--- src/rtl/traffic_pkg.sv ---
// traffic_pkg: shared constants, state encoding and next-phase search for
// the four-way intersection scheduler.
package traffic_pkg;

    localparam int NUM_PHASES        = 4;
    localparam int PH_W              = 2;
    localparam int TIME_W            = 4;
    localparam int YELLOW_TIME_DEF   = 3;
    localparam int ALLRED_TIME_DEF   = 1;
    localparam int DEFAULT_GREEN_DEF = 10;

    typedef enum logic [1:0] {
        ST_IDLE    = 2'd0,
        ST_GREEN   = 2'd1,
        ST_YELLOW  = 2'd2,
        ST_ALL_RED = 2'd3
    } state_t;

    // Round-robin search starting at cur+1 and wrapping back to cur.
    // Returns {found, phase}. Walks from farthest to nearest so the nearest
    // enabled phase is the last one written.
    function automatic logic [PH_W:0] pick_next(input logic [PH_W-1:0]       cur,
                                                input logic [NUM_PHASES-1:0] en);
        logic [PH_W-1:0] p;
        pick_next = '0;
        for (int i = NUM_PHASES; i >= 1; i--) begin
            p = cur + PH_W'(i);
            if (en[p]) pick_next = {1'b1, p};
        end
    endfunction

endpackage

--- src/rtl/phase_timer.sv ---
// phase_timer: loadable down counter advanced only by the 1 Hz tick.
//   clk, rst      clock, async active-low reset
//   tick          one-clk enable pulse
//   load/load_val load wins over tick, so a tick on the load clk is ignored
//   count         current remaining ticks
//   done          count==1 on a tick: the state expires at this clk
module phase_timer #(
    parameter int W = 4
) (
    input  logic         clk,
    input  logic         rst,
    input  logic         tick,
    input  logic         load,
    input  logic [W-1:0] load_val,
    output logic [W-1:0] count,
    output logic         done
);

    always_ff @(posedge clk or negedge rst) begin
        if (!rst)                     count <= '0;
        else if (load)                count <= load_val;
        else if (tick && count != '0) count <= count - 1'b1;
    end

    assign done = tick && (count == W'(1));

endmodule

--- src/rtl/intersection_sched.sv ---
// intersection_sched: four-phase traffic light sequencer with per-phase
// configurable green time and pedestrian walk latches.
//   clk, rst               clock, async active-low reset
//   tick                   1 Hz enable pulse (one clk wide)
//   run                    1 = sequence, 0 = park in all-red (via yellow)
//   cfg_valid/cfg_ready    green-time write handshake (ready in IDLE/ALL_RED)
//   cfg_phase/cfg_time     phase to configure / green ticks (0 disables)
//   ped_req                per-phase pedestrian request
//   green/yellow/red       per-phase lamps, exactly one lit per phase
//   ped_walk               walk for the phase currently green
//   phase/state            current phase / FSM state
import traffic_pkg::*;

module intersection_sched #(
    parameter int YELLOW_TIME   = YELLOW_TIME_DEF,
    parameter int ALLRED_TIME   = ALLRED_TIME_DEF,
    parameter int DEFAULT_GREEN = DEFAULT_GREEN_DEF
) (
    input  logic                  clk,
    input  logic                  rst,
    input  logic                  tick,
    input  logic                  run,
    input  logic                  cfg_valid,
    output logic                  cfg_ready,
    input  logic [PH_W-1:0]       cfg_phase,
    input  logic [TIME_W-1:0]     cfg_time,
    input  logic [NUM_PHASES-1:0] ped_req,
    output logic [NUM_PHASES-1:0] green,
    output logic [NUM_PHASES-1:0] yellow,
    output logic [NUM_PHASES-1:0] red,
    output logic [NUM_PHASES-1:0] ped_walk,
    output logic [PH_W-1:0]       phase,
    output logic [1:0]            state
);

    state_t                               state_q, state_d;
    logic [PH_W-1:0]                      phase_q, phase_d;
    logic [NUM_PHASES-1:0][TIME_W-1:0]    green_time, gt_eff;
    logic [NUM_PHASES-1:0]                gt_en, pending, grn_mask;
    logic                                 cfg_xfer, enter_green, load, done;
    logic [TIME_W-1:0]                    load_val, count;
    logic [PH_W:0]                        pick;

    assign cfg_ready = (state_q == ST_IDLE) || (state_q == ST_ALL_RED);
    assign cfg_xfer  = cfg_valid && cfg_ready;

    // A write landing on the ALL_RED expiry clk must already steer the
    // phase search and the green load, so look through the write port.
    always_comb begin
        gt_eff = green_time;
        if (cfg_xfer) gt_eff[cfg_phase] = cfg_time;
    end

    for (genvar i = 0; i < NUM_PHASES; i++) begin : g_en
        assign gt_en[i] = |gt_eff[i];
    end

    assign pick = pick_next(phase_q, gt_en);

    phase_timer #(.W(TIME_W)) u_timer (
        .clk      (clk),
        .rst      (rst),
        .tick     (tick),
        .load     (load),
        .load_val (load_val),
        .count    (count),
        .done     (done)
    );

    always_comb begin
        state_d     = state_q;
        phase_d     = phase_q;
        load        = 1'b0;
        load_val    = '0;
        enter_green = 1'b0;
        case (state_q)
            ST_IDLE: if (run) begin
                state_d  = ST_ALL_RED;
                load     = 1'b1;
                load_val = TIME_W'(ALLRED_TIME);
                // search starts at phase_q+1, so park on the last phase
                phase_d  = PH_W'(NUM_PHASES - 1);
            end
            ST_GREEN: if (!run || done) begin
                state_d  = ST_YELLOW;
                load     = 1'b1;
                load_val = TIME_W'(YELLOW_TIME);
            end
            ST_YELLOW: if (done) begin
                state_d  = ST_ALL_RED;
                load     = 1'b1;
                load_val = TIME_W'(ALLRED_TIME);
            end
            ST_ALL_RED: if (done) begin
                if (!run) begin
                    state_d = ST_IDLE;
                end else if (pick[PH_W]) begin
                    state_d     = ST_GREEN;
                    phase_d     = pick[PH_W-1:0];
                    load        = 1'b1;
                    load_val    = gt_eff[pick[PH_W-1:0]];
                    enter_green = 1'b1;
                end else begin
                    load     = 1'b1;
                    load_val = TIME_W'(ALLRED_TIME);
                end
            end
            default: state_d = ST_IDLE;
        endcase
    end

    assign grn_mask = enter_green ? (NUM_PHASES'(1) << phase_d) : '0;

    always_ff @(posedge clk or negedge rst) begin
        if (!rst) begin
            state_q  <= ST_IDLE;
            phase_q  <= '0;
            pending  <= '0;
            ped_walk <= '0;
            for (int i = 0; i < NUM_PHASES; i++) green_time[i] <= TIME_W'(DEFAULT_GREEN);
        end else begin
            state_q <= state_d;
            phase_q <= phase_d;
            if (cfg_xfer) green_time[cfg_phase] <= cfg_time;
            // a request arriving on the entry clk survives for the next green
            pending <= (pending & ~grn_mask) | ped_req;
            if (enter_green)             ped_walk <= pending & grn_mask;
            else if (state_d != ST_GREEN) ped_walk <= '0;
        end
    end

    for (genvar i = 0; i < NUM_PHASES; i++) begin : g_lamp
        assign green[i]  = (state_q == ST_GREEN)  && (phase_q == PH_W'(i));
        assign yellow[i] = (state_q == ST_YELLOW) && (phase_q == PH_W'(i));
        assign red[i]    = !(green[i] || yellow[i]);
    end

    assign phase = phase_q;
    assign state = state_q;

endmodule

--- config.mk ---
export PLATFORM = sky130hd
export DESIGN_NAME = intersection_sched
export DESIGN_NICKNAME = d
export VERILOG_FILES = /design/src/rtl/traffic_pkg.sv /design/src/rtl/phase_timer.sv /design/src/rtl/intersection_sched.sv
export SDC_FILE = /design/constraint.sdc
export NUM_CORES = 1
export LEC_CHECK = 0
export BUFFER_PORTS_ARGS = -buffer_cell sky130_fd_sc_hd__buf_2
export CELL_PAD_IN_SITES_DETAIL_PLACEMENT = 1
export CELL_PAD_IN_SITES_GLOBAL_PLACEMENT = 2
export CORE_MARGIN = 2
export CORE_UTILIZATION = 30
export DETAILED_ROUTE_END_ITERATION = 12
export GPL_TIMING_DRIVEN = 1
export MAX_ROUTING_LAYER = met4
export PLACE_DENSITY_LB_ADDON = 0.15
export SKIP_CTS_REPAIR_TIMING = 1
export SYNTH_ARGS = -nofsm -noshare
export SYNTH_HDL_FRONTEND = slang
export SYNTH_HIERARCHICAL = 1
export SYNTH_SLANG_ARGS = --single-unit
--- constraint.sdc ---
create_clock -name clk -period 3.35 [get_ports clk]
set_clock_uncertainty 0.1 [all_clocks]
set_input_delay 0.1675 -clock clk [delete_from_list [all_inputs] [get_ports clk]]
set_output_delay 0.1675 -clock clk [all_outputs]
set_load 0.01 [all_outputs]
==> parameters.txt, run 1 <==
Parameter                              Value

Status
  Run status    finished, violations left
  Violations in the final reports    setup timing

Floorplan
  IO Pins    36
  Die extent in y    94.1 um
  Die Footprint    0.00886 mm2
  Standard-cell rows    32
  Horiz. Die Dim    94.1 um
  Core outline area    0.00781 mm2
  Initial Utilization    0.312

Finish
  Total non-filler cell area in the finished layout    0.00319 mm2
  Non-filler cells in the finished layout    424
  Fraction of final layout cells with drive strength greater than 1    0.404
  Final standard cell utilization of the core    0.409
  Layout area overhead    31.1%
  Diodes inserted    0
  Final net count    346

Critical path
  Biggest fanout along the worst timing path    7
  WP buf/inv    2
  Most frequent cell on the critical path    a211oi_2
  Element type at the critical path end    flop
  Critical Setup Path Class    reg2reg
  Cell at the slowest stage of the critical path    mux4_2
  Sort of element at the start of the critical path    flop
  Delay contributed by the slowest stage of the critical path    0.51 ns
  Data required time of the worst path    3.42 ns
  Crit-path cells    inv_2 -> ha_4 -> nor4bb_4 -> buf_4 -> mux2_4 -> mux4_2 -> a211o_4 -> a211oi_2 -> a211oi_2 -> o21a_1 -> a221o_1
  Worst EP arrival    3.46 ns
  Largest delay contributor family on the critical path    compound AO/OA/AOI/OAI gates

Power and ir drop
  Portion of total power attributed to the clock network    0.097
  Power density over cell area    997 mW/mm2
  IR Drop Worst-Case VDD    0.299 mV
  Leak    1.42 nW
  Net switching fraction of the power    0.449
  Logic pwr share    0.698
  Net load switching power    0.00143 W
  Sequential group share of total power    0.205
  Internal Pwr Total    0.00176 W

Logic synthesis
  Unique masters post-synth    58
  Share of flip-flops with an asynchronous set or reset after synthesis    1.00
  Most common cell in the synthesized netlist    dfrtp_1
  Largest area contributor in the synthesized netlist    dfrtp_1
  Post-synthesis sequential area ratio    0.333
  Synth area leaders    dfrtp_1 (25%), dfstp_2 (8.6%), mux2i_1 (7.0%)
  Register bit total from synthesis    32
  Syn. warnings    6
  Dominant synthesized flop cell    dfrtp_1
  Area fraction of the dominant cell type after synthesis    0.246
  Post-synthesis area per instance    9.52 um2
  Post-Synthesis Net Count    281
  Cell area after synthesis    0.00244 mm2
  Top cells by instance count after synthesis    dfrtp_1 (24), inv_1 (20), nor2_1 (19)
  Post-synth EDFFs    0
  Cell count after synthesis    256

Timing
  Slew at the pin with the worst max-slew slack    0.720 ns
  Setup repair after global routing missed its margin    true
  Fin Setup TNS    -0.0717 ns
  Max-slew headroom    0.520
  Pins over their slew limit    0
  Final critical-path share of the clock period    1.01
  PnR worst setup slack    -0.0348 ns
  Final setup vio count    3
  Max Freq    0.295 GHz
  Minimum period implied by the final worst setup slack    3.38 ns
  Final-report hold violation count    0

CTS
  Clock Pin Slew Worst Setup and Hold Paths    0.07 ns
  Sink Count    32
  Clock buffer count from CTS    5
  H-tree depth    2
  Clk_lat worst skew    0.28 ns
  Buffer depth of the longest clock path    2
  CTS tree    yes
  CTS root buffer    clkbuf_8

Drt
  DRC    0
  Initial drt markers    40
  Vias per cell    5.22
  Length of the first detailed-routing pass in iterations    4
  Routed WL per cell    16.9 um
  Remaining antenna violation count    0
  Overall via count from detail_route    2215
  Total wire length    7.17 mm

Run
  Max Cap Violations    0

Placement
  HPWL reported at the end of detailed placement    5.66 mm
  Placed insts    411
  RePlAce Congestion    0.804
  Cell area reported after detailed placement    0.00297 mm2
  Input/output buffers    35

Global routing
  Total routing usage reported by global routing    0.181
  Remaining global-route overflow    0
  Global-route wire length before repair    11.9 mm
  Initial antenna violation count    0
  Largest net degree at the start of global routing    33
  Number of global-route vias before repair    2295

Worst hold path
  Worst hold path type    in2reg
-- registers in the layout, summed over array words and instances (netlist names) --
register,flops
green_time,16
ped_walk,4
phase,2
pending,4
u_timer/count,4
state,2
-- cells in the final DEF (no fill, tap or decap), types with 3 or more instances in the layout --
cell / n
a211oi_2: 6
buf_4: 31
nand3_1: 5
buf_6: 3
nor2_1: 19
nor4_1: 3
o22ai_1: 3
nor3_1: 5
o21a_1: 3
or4_1: 4
mux2i_1: 16
and2_1: 10
o21ai_0: 7
inv_2: 4
a21oi_1: 7
ha_1: 9
buf_2: 35
o31ai_1: 3
inv_1: 18
a32o_1: 4
clkbuf_8: 6
nor3b_1: 4
dfrtp_1: 23
nand2_1: 12
mux2_2: 14
a31oi_1: 7
dfstp_2: 8
-- path summary, 6_finish.rpt --
kind                                          from                      endpoint  slack, ns  cells past startpoint
setup / recovery                state[0]$_DFF_PN0_  u_timer/count[3]$_DFFE_PN0P_      -0.03                     11
hold / removal                          ped_req[0]          pending[0]$_DFF_PN0_       0.03                      3
setup reg to reg                state[0]$_DFF_PN0_  u_timer/count[3]$_DFFE_PN0P_      -0.03                     11
hold reg to reg            ped_walk[3]$_DFFE_PN0P_       ped_walk[3]$_DFFE_PN0P_       0.39                      1
max in group asynchronous                      rst            state[1]$_DFF_PN0_       2.27                      2
min in group asynchronous                      rst       green_time[6]$_DFF_PN0_       0.38                      2
-- area by class of cell --
type / count / area [um2]
tap: 102 / 128
multi-input combinational: 189 / 1630
timing repair buffer: 70 / 452
inverter: 23 / 86.3
clock buffer: 8 / 90.1
sequential: 32 / 812
fill: 922 / 4610
-- worst register-to-register path: stages, from the launching register on --
cell      delay (ns)
dfrtp_1         0.39
inv_2           0.09
ha_4            0.25
nor4bb_4        0.30
buf_4           0.16
mux2_4          0.30
mux4_2          0.51
a211o_4         0.40
a211oi_2        0.25
a211oi_2        0.05
o21a_1          0.18
a221o_1         0.30
-- kinds of logic (layout without fill, tap and decap cells) --
| family | after synthesis | count (layout) | share of synthesized area |
|---|---|---|---|
| multiplexers | 35 | 35 | 0.164 |
| adder cells (fa/ha/maj) | 10 | 10 | 0.0513 |
| AND/OR/NAND/NOR | 77 | 77 | 0.186 |
| flip-flops | 32 | 32 | 0.333 |
| buffers and inverters | 35 | 101 | 0.0565 |
| AO/OA/AOI/OAI | 67 | 67 | 0.210 |
-- routing by layer --
metal / wire [um] / GRT usage / up-vias
met3: 183 / 0.0217 / 8
met1: 3480 / 0.244 / 1088
met5: 0 / - / -
li1: - / - / 1082
met2: 3410 / 0.288 / 37
met4: 108 / 0.0531 / 0
-- power groups by stage --
stage | Combinational [W] | Sequential (W) | Clock [W]
2_1_floorplan | 0.00137 | 0.000660 | 0
3_3_place_gp | 0.00206 | 0.000660 | 0
3_5_place_dp | 0.00207 | 0.000661 | 0
4_1_cts | 0.00208 | 0.000655 | 0.000323
5_1_grt | 0.00245 | 0.000680 | 0.000345
6_report | 0.00222 | 0.000652 | 0.000309
-- stage by stage --
step / worst slack, ns / total power, W / hold slack (ns)
5_1_grt: -0.205 / 0.00348 / 0.0200
3_3_place_gp: -0.0321 / 0.00271 / 0.169
2_1_floorplan: -0.209 / 0.00203 / -0.228
3_5_place_dp: -0.140 / 0.00273 / 0.178
4_1_cts: -0.158 / 0.00306 / -0.130
6_report: -0.0348 / 0.00319 / 0.0275
Power figures use the tool's default switching activity.
==> run 2, diff against run 1 <==
Settings changed: SKIP_CTS_REPAIR_TIMING 1 to unset.
==> parameters.txt, run 2 (synthesized netlist as in run 1, its figures left out) <==
Parameter                              Value

Status
  Run status    finished, final reports clean

Global routing
  Initial antenna violation count    0 (unchanged)
  Number of global-route vias before repair    2304 (+0.39%)
  Met3 track utilization from global routing    0.0217 (unchanged)
  Most used routing layer    met2
  Largest net degree at the start of global routing    33 (unchanged)
  Remaining global-route overflow    0 (unchanged)
  Global-route met1 utilization    0.244 (unchanged)
  Global-route wire length before repair    12.0 mm (+0.81%)
  Met2 track demand over resource    0.298 (+0.00952)
  Total routing usage reported by global routing    0.183 (+0.00191)

Critical path
  Worst reg2reg setup slack    0.01 ns (+0.05 ns)
  Critical Setup Path Class    reg2reg
  Cells on worst reg2reg path    11 (unchanged)
  Reg2reg end    u_timer/count[3]$_DFFE_PN0P_
  Biggest fanout along the worst timing path    6 (-1)
  Worst EP arrival    3.41 ns (-0.05 ns)
  Element type at the critical path end    flop
  Sort of element at the start of the critical path    flop
  Worst R2R Start    state[0]$_DFF_PN0_
  Data required time of the worst path    3.42 ns (about the same)

Power and ir drop
  Total power    0.00322 W (+1.2%)
  Leak    1.42 nW (about the same)
  IR Drop Worst-Case VDD    0.290 mV (-2.9%)
  Power density over cell area    1010 mW/mm2 (+0.90%)

Finish
  Layout area overhead    31.5%
  Register bank with the most flops    green_time
  Leading cell type in the layout, fill and taps excluded    buf_2
  Most used cells in the layout excluding fill and tap cells    buf_2 (35), buf_4 (31), dfrtp_1 (23), nor2_1 (19), inv_1 (18)
  Diodes inserted    0 (unchanged)
  Number of filler cells placed in the layout    915 (-0.76%)
  Final net count    346 (unchanged)
  Final standard cell utilization of the core    0.410 (+0.00128)
  Fraction of final layout cells with drive strength greater than 1    0.410 (+0.00621)
  Multi-input logic area    0.00164 mm2 (+0.62%)
  Storage element area    812 um2 (unchanged)
  Total non-filler cell area in the finished layout    0.00320 mm2 (+0.31%)
  Flip-flop count of the largest register after layout    16 (unchanged)

CTS
  H-tree depth    2 (unchanged)
  CTS tree    yes
  Clock buffer count from CTS    5 (unchanged)
  Buffer depth of the longest clock path    2 (unchanged)
  Clock Pin Slew Worst Setup and Hold Paths    0.07 ns (about the same)
  Sink Count    32 (unchanged)
  CTS root buffer    clkbuf_8
  Clk_lat worst skew    0.28 ns (about the same)

Drt
  Routed WL per cell    16.9 um (about the same)
  Length of the first detailed-routing pass in iterations    4 (unchanged)
  Total wire length    7.18 mm (about the same)
  Remaining antenna violation count    0 (unchanged)
  Overall via count from detail_route    2199 (-0.72%)
  Vias per cell    5.19 (-0.72%)
  DRC    0 (unchanged)
  Initial drt markers    39 (-2.5%)

Timing
  Pins over their slew limit    0 (unchanged)
  Final-report hold violation count    0 (unchanged)
  Slew at the pin with the worst max-slew slack    0.726 ns (+0.00641 ns)
  Max-slew headroom    0.516 (-0.00428)
  Final setup vio count    0 (-3)
  Hold_ws    0.0277 ns (+0.000158 ns)
  Setup repair after global routing missed its margin    true
  Max Freq    0.300 GHz (+1.4%)
  Final critical-path share of the clock period    0.996 (-0.0140)
  PnR worst setup slack    0.0121 ns (+0.0469 ns)
  Minimum period implied by the final worst setup slack    3.34 ns (-0.0469 ns)

Floorplan
  Die extent in y    94.1 um (unchanged)
  Horiz. Die Dim    94.1 um (unchanged)
  Core outline area    0.00781 mm2 (unchanged)
  Initial Utilization    0.312 (unchanged)
  Standard-cell rows    32 (unchanged)
  IO Pins    36 (unchanged)
  Die Footprint    0.00886 mm2 (unchanged)

Placement
  RePlAce Congestion    0.804 (unchanged)
  Setup WS pre-CTS    -0.140 ns (unchanged)
  Input/output buffers    35 (unchanged)
  HPWL reported at the end of detailed placement    5.66 mm (unchanged)
  Cell area reported after detailed placement    0.00297 mm2 (unchanged)

Worst hold path
  Hold wc startpoint    ped_req[0]
  Worst hold path type    in2reg
  Cell depth of the worst min-delay path    3 (unchanged)
  Terminating pin of the worst hold path    pending[0]$_DFF_PN0_

Run
  Max Cap Violations    0 (unchanged)
==> run 2: changes by cell type in the layout (fill, tap and decap cells not counted) <==
cell      previous run  this run
nand2_1             12        11
and3b_1              0         1
o31ai_4              1         0
nand2_2              0         1
a211oi_4             1         2
a211oi_2             6         7
a211oi_1             2         0
and3b_2              1         0
o31ai_2              0         1
==> run 2: layout make-up <==
cell class,count,area share
repair buffers,70,0.141
inverters,23,0.0269
clock buffers,8,0.0281
well taps,102,0.0398
multi-input cells,189,0.511
flip-flops and latches,32,0.253
==> run 2: where the power goes <==
group / internal [W] / switching (W) / leakage (nW)
Sequential: 0.000565 / 0.0000871 / 0.372
Combinational: 0.00104 / 0.00123 / 1.01
Clock: 0.000167 / 0.000141 / 0.0455
Total: 0.00177 / 0.00145 / 1.42
==> run 2: timing repair <==
action                                  CTS  global route
endpoints found under the hold margin    24             0
endpoints found under the setup margin   13            13
gates resized for setup                  11             8
hold buffers                              1             0
buffers inserted                          2             2
pin swaps                                 8             5
==> run 2: how the worst max path moves through the flow <==
stage	start	end	slack (ns)	cells after the start
global placement	state[1]$_DFF_PN0_	u_timer/count[2]$_DFFE_PN0P_	-0.03	13
detailed placement	state[1]$_DFF_PN0_	u_timer/count[2]$_DFFE_PN0P_	-0.14	12
finish	state[0]$_DFF_PN0_	u_timer/count[3]$_DFFE_PN0P_	0.01	11
global route	state[0]$_DFF_PN0_	u_timer/count[3]$_DFFE_PN0P_	-0.16	11
floorplan	state[0]$_DFF_PN0_	u_timer/count[3]$_DFFE_PN0P_	-0.21	11
CTS	state[0]$_DFF_PN0_	u_timer/count[3]$_DFFE_PN0P_	-0.02	13
==> run 2: layer usage <==
metal  share of wire  up-vias
met1            0.49     1083
met2            0.48       30
met3           0.018        6
met4           0.010        0
li1                -     1080
met5               0        -
==> run 2: stage by stage <==
stage	setup TNS (ns)	cells
detailed placement	-0.733	411
global route	-0.800	424
CTS	-0.0303	422
global placement	-0.0321	411
floorplan	-0.402	256
finish	0	424
==> run 2: critical path, stage by stage (launching register included) <==
cell,delay (ns)
dfrtp_1,0.39
inv_2,0.09
ha_4,0.24
nor4bb_4,0.28
buf_4,0.15
mux2_4,0.30
mux4_2,0.51
a211o_4,0.40
a211oi_2,0.21
a211oi_2,0.05
o21a_1,0.19
a221o_1,0.30
